[config.mk]
export PLATFORM = sky130hd
export DESIGN_NAME = bitgen_frame_ctrl_flat
export DESIGN_NICKNAME = d
export VERILOG_FILES = /design/src/rtl/bitgen_pkg.sv /design/src/rtl/bitgen_frame_ctrl_if.sv /design/src/rtl/bitgen_skid_fifo.sv /design/src/rtl/bitgen_frame_ctrl.sv /design/src/flat_wrapper.sv
export SDC_FILE = /design/constraint.sdc
export NUM_CORES = 2
export LEC_CHECK = 0
export CORE_AREA = 2 2 398 400
export DETAILED_ROUTE_END_ITERATION = 10
export DIE_AREA = 0 0 400 402
export HOLD_SLACK_MARGIN = 0.05
export PLACE_DENSITY = 0.41
export SYNTH_ARGS = -nofsm -noshare
export SYNTH_HDL_FRONTEND = slang
export SYNTH_HIERARCHICAL = 1
export SYNTH_SLANG_ARGS = --single-unit
[constraint.sdc]
create_clock -name clk -period 15.5 [get_ports clk]
set_clock_uncertainty 0.1 [all_clocks]
set_input_delay 3.1 -clock clk [delete_from_list [all_inputs] [get_ports clk]]
set_output_delay 3.1 -clock clk [all_outputs]
set_load 0.01 [all_outputs]
[src/rtl/bitgen_pkg.sv]
// Shared constants and FSM encoding for the LFSR payload frame sequencer.
// DEFAULT_SEED stands in for an all-zero seed, which would lock the LFSR.
package bitgen_pkg;

    localparam int LFSR_LEN  = 256;
    localparam int PAYLOAD_K = 239;

    localparam logic [LFSR_LEN-1:0] DEFAULT_SEED = {
        64'hDEAD_BEEF_CAFE_F00D, 64'h0123_4567_89AB_CDEF,
        64'hFEDC_BA98_7654_3210, 64'h0F1E_2D3C_4B5A_6978
    };

    typedef enum logic [2:0] {
        ST_IDLE  = 3'd0,
        ST_LOAD  = 3'd1,
        ST_RUN   = 3'd2,
        ST_DRAIN = 3'd3,
        ST_DONE  = 3'd4
    } state_e;

endpackage

[src/rtl/bitgen_frame_ctrl_if.sv]
// Payload word stream from the frame sequencer to the product-code encoder.
// A word transfers on a rising edge with m_valid & m_ready both high; once m_valid
// rises, m_valid, m_data and m_last hold steady until that transfer happens.
interface bitgen_frame_ctrl_if #(
    parameter int K = bitgen_pkg::PAYLOAD_K
);
    logic [K-1:0] m_data;
    logic         m_valid;
    logic         m_ready;
    logic         m_last;

    modport master (output m_data, output m_valid, output m_last, input m_ready);
    modport slave  (input m_data, input m_valid, input m_last, output m_ready);
endinterface

[src/rtl/bitgen_skid_fifo.sv]
// Two-entry FIFO holding {last, data} words between generator capture and the stream port.
// Push and pop in the same cycle on a full FIFO is allowed and leaves occupancy unchanged.
module bitgen_skid_fifo #(
    parameter int W = 240
) (
    input  logic         clk,
    input  logic         reset,
    input  logic         flush_i,
    input  logic         push_i,
    input  logic [W-1:0] push_data_i,
    input  logic         pop_i,
    output logic [W-1:0] head_o,
    output logic [1:0]   occ_o
);
    logic [W-1:0] mem_q [2];
    logic         wr_ptr_q;
    logic         rd_ptr_q;
    logic [1:0]   occ_q;
    logic [1:0]   occ_d;
    logic         do_push;
    logic         do_pop;

    assign do_pop  = pop_i && (occ_q != 2'd0);
    assign do_push = push_i && ((occ_q != 2'd2) || do_pop);

    always_comb begin
        occ_d = occ_q;
        if (do_push && !do_pop) begin
            occ_d = occ_q + 2'd1;
        end else if (do_pop && !do_push) begin
            occ_d = occ_q - 2'd1;
        end
    end

    always_ff @(posedge clk or posedge reset) begin
        if (reset) begin
            mem_q[0] <= '0;
            mem_q[1] <= '0;
            wr_ptr_q <= 1'b0;
            rd_ptr_q <= 1'b0;
            occ_q    <= 2'd0;
        end else if (flush_i) begin
            wr_ptr_q <= 1'b0;
            rd_ptr_q <= 1'b0;
            occ_q    <= 2'd0;
        end else begin
            if (do_push) begin
                mem_q[wr_ptr_q] <= push_data_i;
                wr_ptr_q        <= ~wr_ptr_q;
            end
            if (do_pop) begin
                rd_ptr_q <= ~rd_ptr_q;
            end
            occ_q <= occ_d;
        end
    end

    assign head_o = mem_q[rd_ptr_q];
    assign occ_o  = occ_q;
endmodule

[src/rtl/bitgen_frame_ctrl.sv]
// Frame sequencer: seeds the external LFSR generator, steps it once per payload word
// and streams each word to the encoder through a 2-entry skid FIFO.
module bitgen_frame_ctrl
    import bitgen_pkg::*;
#(
    parameter int LEN         = LFSR_LEN,
    parameter int K           = PAYLOAD_K,
    parameter int FRAME_WORDS = 239,
    parameter int CNT_W       = 8
) (
    input  logic                       clk,
    input  logic                       reset,
    input  logic                       start,
    input  logic                       abort,
    input  logic [LEN-1:0]             seed_in,
    output logic                       gen_load,
    output logic                       gen_step,
    output logic [LEN-1:0]             gen_seed,
    input  logic [K-1:0]               gen_bits,
    bitgen_frame_ctrl_if.master        m,
    output logic                       busy,
    output logic                       done,
    output logic [CNT_W-1:0]           words_sent,
    output state_e                     dbg_state_o
);
    localparam logic [CNT_W-1:0] FW_C   = CNT_W'(FRAME_WORDS);
    localparam logic [CNT_W-1:0] LAST_C = CNT_W'(FRAME_WORDS - 1);

    state_e           state_q;
    logic [LEN-1:0]   seed_q;
    logic [LEN-1:0]   seed_d;
    logic             gen_load_q;
    logic             in_flight_q;
    logic             in_flight_last_q;
    logic             busy_q;
    logic             done_q;
    logic [CNT_W-1:0] issued_q;
    logic [CNT_W-1:0] words_sent_q;

    logic             aborting;
    logic             pop;
    logic             push;
    logic [1:0]       occ;
    logic [2:0]       credit_used;
    logic [K:0]       head;

    assign aborting = abort && (state_q != ST_IDLE);
    assign pop      = m.m_valid && m.m_ready;
    assign push     = in_flight_q && !aborting;
    assign seed_d   = (seed_in == '0) ? LEN'(DEFAULT_SEED) : seed_in;

    // A step issued now lands in the FIFO next cycle; counting this cycle's pop as freed
    // space lets a held-high ready sustain one word per cycle without overfilling.
    assign credit_used = {1'b0, occ} + {2'b00, in_flight_q} - {2'b00, pop};
    assign gen_step    = (state_q == ST_RUN) && !abort && (issued_q < FW_C)
                         && (credit_used < 3'd2);

    bitgen_skid_fifo #(.W(K + 1)) u_fifo (
        .clk         (clk),
        .reset       (reset),
        .flush_i     (aborting),
        .push_i      (push),
        .push_data_i ({in_flight_last_q, gen_bits}),
        .pop_i       (pop),
        .head_o      (head),
        .occ_o       (occ)
    );

    assign m.m_valid = (occ != 2'd0);
    assign m.m_data  = head[K-1:0];
    assign m.m_last  = head[K] && m.m_valid;

    always_ff @(posedge clk or posedge reset) begin
        if (reset) begin
            state_q          <= ST_IDLE;
            seed_q           <= '0;
            gen_load_q       <= 1'b0;
            in_flight_q      <= 1'b0;
            in_flight_last_q <= 1'b0;
            busy_q           <= 1'b0;
            done_q           <= 1'b0;
            issued_q         <= '0;
            words_sent_q     <= '0;
        end else begin
            gen_load_q       <= 1'b0;
            done_q           <= 1'b0;
            in_flight_q      <= gen_step;
            in_flight_last_q <= gen_step && (issued_q == LAST_C);
            if (pop && (words_sent_q != FW_C)) begin
                words_sent_q <= words_sent_q + CNT_W'(1);
            end
            if (aborting) begin
                state_q          <= ST_IDLE;
                busy_q           <= 1'b0;
                in_flight_q      <= 1'b0;
                in_flight_last_q <= 1'b0;
            end else begin
                case (state_q)
                    ST_IDLE: begin
                        if (start && !abort) begin
                            seed_q       <= seed_d;
                            gen_load_q   <= 1'b1;
                            busy_q       <= 1'b1;
                            issued_q     <= '0;
                            words_sent_q <= '0;
                            state_q      <= ST_LOAD;
                        end
                    end
                    ST_LOAD: state_q <= ST_RUN;
                    ST_RUN: begin
                        if (gen_step) begin
                            issued_q <= issued_q + CNT_W'(1);
                        end
                        if (issued_q == FW_C) begin
                            state_q <= ST_DRAIN;
                        end
                    end
                    ST_DRAIN: begin
                        if ((occ == 2'd0) && !in_flight_q) begin
                            done_q  <= 1'b1;
                            state_q <= ST_DONE;
                        end
                    end
                    ST_DONE: begin
                        busy_q  <= 1'b0;
                        state_q <= ST_IDLE;
                    end
                    default: state_q <= ST_IDLE;
                endcase
            end
        end
    end

    assign gen_load    = gen_load_q;
    assign gen_seed    = seed_q;
    assign busy        = busy_q;
    assign done        = done_q;
    assign words_sent  = words_sent_q;
    assign dbg_state_o = state_q;
endmodule

[src/flat_wrapper.sv]
// flat-port wrapper written by rule: the top's interface ports become plain ports
module bitgen_frame_ctrl_flat import bitgen_pkg::*;
#(
    parameter int LEN         = LFSR_LEN,
    parameter int K           = PAYLOAD_K,
    parameter int FRAME_WORDS = 239,
    parameter int CNT_W       = 8
)
  (clk, reset, start, abort, seed_in, gen_load, gen_step, gen_seed, gen_bits, busy, done, words_sent, dbg_state_o, m_m_data, m_m_valid, m_m_last, m_m_ready);
  bitgen_frame_ctrl_if #(.K(K)) m_i ();
  input  logic clk;
  input  logic reset;
  input  logic start;
  input  logic abort;
  input  logic [LEN-1:0] seed_in;
  output logic gen_load;
  output logic gen_step;
  output logic [LEN-1:0] gen_seed;
  input  logic [K-1:0] gen_bits;
  output logic busy;
  output logic done;
  output logic [CNT_W-1:0] words_sent;
  output state_e dbg_state_o;
  output wire logic [$bits(m_i.m_data)-1:0] m_m_data;
  output wire logic [$bits(m_i.m_valid)-1:0] m_m_valid;
  output wire logic [$bits(m_i.m_last)-1:0] m_m_last;
  input wire logic [$bits(m_i.m_ready)-1:0] m_m_ready;
  assign m_m_data = m_i.m_data;
  assign m_m_valid = m_i.m_valid;
  assign m_m_last = m_i.m_last;
  assign m_i.m_ready = m_m_ready;
  bitgen_frame_ctrl #(.LEN(LEN), .K(K), .FRAME_WORDS(FRAME_WORDS), .CNT_W(CNT_W)) u_core (.clk(clk), .reset(reset), .start(start), .abort(abort), .seed_in(seed_in), .gen_load(gen_load), .gen_step(gen_step), .gen_seed(gen_seed), .gen_bits(gen_bits), .m(m_i), .busy(busy), .done(done), .words_sent(words_sent), .dbg_state_o(dbg_state_o));
endmodule
## Yosys cells after proc, flatten, opt, wreduce, memory -nomap -nowiden

Cells that the tools add are included.

| operators by class | value |
|---|---|
| add/sub/neg operators | 6 |
| $mul | 0 |
| divide/modulo/power cells | 0 |
| $lt $le $gt $ge | 5 |
| equality and inequality tests | 13 |
| shifts and indexed selects | 0 |
| muxes and demuxes | 37 |
| bitwise operators | 5 |
| reductions and logical operators | 37 |

Operator list:

| kind | count |
|---|---|
| $mux 240 | 4 |
| $bwmux 480 | 1 |
| $logic_not 256->1 | 1 |
| $mux 256 | 1 |
| $demux 240 s1 | 1 |
| $mux 8 | 6 |
| $add 8x1->8 const B | 2 |
| $eq 8x8->1 const B | 2 |
| $logic_and 1x1->1 | 16 |
| $pmux 8 s2 | 1 |
| $mux 1 | 14 |
| $mux 3 | 4 |
| $pmux 3 s4 | 1 |
| $reduce_bool 3->1 | 3 |
| $lt 8x8->1 const B | 1 |
| $ne 8x8->1 const B | 1 |
| $reduce_bool 2->1 | 4 |
| $eq 3x2->1 const B | 2 |
| $mux 2 | 3 |
| $ne 3x1->1 const B | 2 |
| $reduce_and 3->1 | 2 |
| $logic_not 1->1 | 5 |
| $ge 2x2->1 const B | 2 |
| $ne 2x1->1 const B | 2 |
| 18 further kinds | 22 |

| storage, ports and cells | value |
|---|---|
| bits in registers | 764 |
| latch bits | 0 |
| bits in writable memories | 0 |
| memory bits (read-only) | 0 |
| input bits | 500 |
| output and inout port bits | 512 |
| logic and storage cells | 117 |
| memories kept | 0 |

## Logic depth before layout (Yosys ltp)

| logic depth | value |
|---|---|
| depth after elaboration | 10 |
| gate-level depth with buffers | 10 |
| mapped depth without buffers | 10 |

## Cells and area by module

Netlist, hierarchy kept.

By module, submodules not included:

| module | instances | cells an instance | area an instance (µm²) |
|---|---|---|---|
| bitgen_skid_fifo | 1 | 1302 | 21428.1 |
| bitgen_frame_ctrl | 1 | 1307 | 11528.6 |

## Worst setup path after synthesis

OpenSTA, ideal clock, no wires.

| timing | value |
|---|---|
| kind | input to output |
| from | in m_m_ready |
| to | out gen_step |
| arrival time | 4.752 ns |
| required time | 12.300 ns |
| slack | 7.548 ns |
| cell stages on the path | 8 |
| path buffers | 0 |
| path through | o21ai_0 > inv_1 > ha_1 > nand2b_1 > fa_1 > xnor2_1 > nand4_2 > inv_2 |

| between the ends | value |
|---|---|
| cells in the longest elaborated chain, start to end | 4 |

Ends and longest elaborated chain:

| element | line | RTL |
|---|---|---|
| from (decl) | flat_wrapper.sv:27 | `input wire logic [$bits(m_i.m_ready)-1:0] m_m_ready;` |
| $logic_and 1x1->1 | bitgen_frame_ctrl.sv:48 | `assign pop = m.m_valid && m.m_ready;` |
| named net u_core.pop | bitgen_frame_ctrl.sv:41 | `logic pop;` |
| $sub 3x1->3 | bitgen_frame_ctrl.sv:54 | `assign credit_used = {1'b0, occ} + {2'b00, in_flight_q} - {2'b00, pop};` |
| $lt 3x2->1 | bitgen_frame_ctrl.sv:56 | `&& (credit_used < 3'd2);` |
| $logic_and 1x1->1 | bitgen_frame_ctrl.sv:56 |  |
| to (decl) | flat_wrapper.sv:17 | `output logic gen_step;` |

The timed path passes the listed nets, and every way through them passes these cells.

## Worst setup path after layout

Ends and elaborated chain as after synthesis.

==> results.md <==
- Setup TNS: 0 ns
- Synth top area share: 58.0%
- Worst path slowest cell: clkdlybuf4s50_1
- Most frequent cell on the critical path: clkdlybuf4s50_1
- Port bufs: between 1000 and 1500
- Initial antenna violation count: 48
- Post-synthesis simple-gate area fraction: 9.80%
- Leak: 21.3 nW
- Slew margin rel.: 28.2%
- Hold Slack: 0.372 ns
- Largest net degree at the start of global routing: 155
- Clock latency on the worst-skew pair: 0.68 ns
- Crit. Startpoint: m_m_ready
- First-pass GRT wire length: slightly below 200 mm
- CTS buffer count: 97
- Clock slew at reported path FFs: 0.05 ns
- Max Fclk: 109 MHz
- All-Layer GR Usage: around 17%
- Vias per std cell: 4.16
- Net count, final: a little over 4000
- FP Rows: 146
- Area fraction in compound gates after synthesis: 2.72%
- Placer Congestion: 0.866
- Final HPWL DP: 101 mm
- Arrival @ worst endpoint: 5.97 ns
- Syn Nets: about 3100
- Post-CTS Setup Inserts: 0
- Async S/R FF share, synth: 100%
- Share of cells above drive strength 1: 24.9%
- Core ar.: 157000 µm²
- Finished Layout Cells: 5772
- Pwr dens: 185 nW/µm²
- Congestion Overflow GR: 0
- Total I/O pin count: 1012
- Initial Util: 21.0%
- Die Area: ~160000 µm²
- Synth unique cells: 44
- Largest family of logic cells by synthesized area: multiplexers
- Status: completed
- Cts hold-fix bufs: 0
- RSZ-0062 raised after global routing: false
- DP Area: 45200 µm²
- Post_cts resized: 0
- Xor and xnor area share after synthesis: less than 1%
- Vias in the first global route: 26100
- Ranking of synthesized cells by area: dfrtp_1, mux2_2, mux2_4, nand2_1, nor2_1
- Hold Path Origin: u_core/gen_seed[253]$_DFFE_PP0P_
- Worst-path maximum fanout: 6
- Startpoint types: input pin
- Crit Path Class: input pin to primary output
- Post-synth top area cell: dfrtp_1
- Seq/Total Area, Yosys: between 50% and 60%
- Post-synth top cells: dfrtp_1, mux2_2, nand2_1
- Post-synthesis instance total: 2609
- DIE HEIGHT: 402 µm
- Post-synthesis register bit count: 764
- Count of flip-flops with a built-in enable after synthesis: 0
- Post-synthesis mux area share: a little over a quarter
- Fin. Hold Viols: 0
- Worst IR drop on VDD: 77.5 µV
- Hold Crit Class: flop to flop
- Final instance area: 48500 µm²
- CTS tree: built
- Slew @ Worst Pin: about 1.1 ns
- Wire per inst: between 20 and 25 µm
- Synth Warn #: 6
- Crit-path cells: clkdlybuf4s50_1 > o21ai_0 > inv_1 > ha_1 > nand2b_1 > fa_1 > xnor2_1 > nand4_2 > inv_2 > clkdlybuf4s50_1
- Crit. End Element: primary output
- Cell with the most instances after synthesis: dfrtp_1
- Final antenna-violating net count: 0
- Most used DFF post-synth: dfrtp_1
- Synthesized area: 33000 µm²
- CTS Buffer Depth: 3
- Max stage delay on crit path: 0.59 ns
- Fill cells: 16100
- Max-cap violations: 0
- Detailed-router iteration count before antenna repair: 4
- Die Wd: 400 µm
- Post-Synth Adder-Cell Area: less than 1%
- DRC: 0
- WL final: approximately 140 mm
- Slew Limit Fails: 0
- Final period util: 59.2%
- H-tree level count: 3
- Clk root buf: clkbuf_16
- Worst EP required: between 10 and 15 ns
- Syn_area_per_cell: 12.6 µm²
- Inst Count DP: 5568
- Critical register-to-register path startpoint: u_core/u_fifo/occ_o[1]$_DFFE_PP0P_
- Sink Count: 764
- Synthesis-to-layout area growth: 47.2%
- Final setup viols: 0
- Fin crit period: 9.17 ns
- DR vias: about 24000
- First DRT Iteration DRCs: roughly 1100
## worst max-delay path: cells and delay by family
| family | cells | cell delay, ns |
|---|---|---|
| xor+xnor | 1 | 0.33 |
| compound gates | 1 | 0.14 |
| fa+ha+maj | 2 | 0.69 |
| buf+inv | 4 | 1.32 |
| simple gates | 2 | 0.39 |
## sequential cells by signal, indices dropped and copies added (netlist names)
| signal | flops |
|---|---|
| u_core/u_fifo/occ_o | 2 |
| u_core/in_flight_last_q | 1 |
| u_core/issued_q | 8 |
| u_core/dbg_state_o | 3 |
| u_core/u_fifo/rd_ptr_q | 1 |
| u_core/busy | 1 |
| u_core/done | 1 |
| u_core/words_sent | 8 |
| u_core/u_fifo/wr_ptr_q | 1 |
| u_core/gen_seed | 256 |
| u_core/u_fifo/mem_q | 480 |
| u_core/in_flight_q | 1 |
| u_core/gen_load | 1 |
## worst paths after layout
kind / cells past startpoint / endpoint / slack (ns)
max: 10 / gen_step / 6.33
max in group asynchronous: 6 / u_core/u_fifo/mem_q[309]$_DFFE_PP0P_ / 9.62
min: 2 / u_core/gen_seed[253]$_DFFE_PP0P_ / 0.37
min reg2reg: 2 / u_core/gen_seed[253]$_DFFE_PP0P_ / 0.37
max reg2reg: 8 / u_core/u_fifo/mem_q[91]$_DFFE_PP0P_ / 11.07
min in group asynchronous: 2 / u_core/gen_seed[150]$_DFFE_PP0P_ / 2.93
## cell usage in the layout, fill, tap and decap left out, drive strengths merged, types with 2 or more instances in the layout
cell type / n
and2: 2
diode: 31
nand3: 6
a2111oi: 2
and3: 8
inv: 11
nor2: 295
and4b: 2
dfrtp: 764
nor3: 2
bufinv: 4
a21oi: 142
nand2: 363
mux2: 720
nand4: 22
buf: 29
xnor2: 4
clkinv: 19
o21ai: 15
nand2b: 2
or3b: 2
o41ai: 2
clkbuf: 148
xor2: 8
ha: 5
nor4: 68
clkdlybuf4s50: 1011
## routing by layer
layer / GRT usage [%] / vias up / routed length, µm
met1: 18.1 / 12000 / 51500
met3: 9.25 / 206 / 16600
met4: 7.59 / 18 / 4970
met2: 26.3 / 832 / 64400
met5: 0 / - / 119
li1: - / 11000 / -
## kinds of logic after synthesis
group	after synthesis
AOI/OAI and AO/OA	166
adders and majority gates	6
DFF	764
and+or+nand+nor	777
xor gates and xnor gates	12
buffers and inverters	163
muxes	721
## power breakdown
| part | internal, W | switching, W |
|---|---|---|
| logic | 0.00203 | 0.00148 |
| registers | 0.00275 | 0.000398 |
| clock network | 0.00136 | 0.000940 |
## layout make-up
cell class,instances,area (µm²),area share (%)
timing repair buffer,1040,10400,21.4
sequential,764,19100,39.4
antenna,31,77.6,0.160
tap,2072,2590,5.35
clock inverter,25,309,0.637
inverter,10,56.3,0.116
multi-input combinational,1682,13000,26.9
clock buffer,148,2910,6.00
## stage by stage
stage	util [%]	power, W	setup WS (ns)
2_1_floorplan	-	0.00477	4.58
3_3_place_gp	28.8	0.00672	6.24
3_5_place_dp	28.8	0.00672	6.30
4_1_cts	30.8	0.00912	6.29
5_1_grt	30.9	0.00950	6.12
6_report	30.9	0.00895	6.33
No activity file was read; power rests on OpenSTA's default activity.
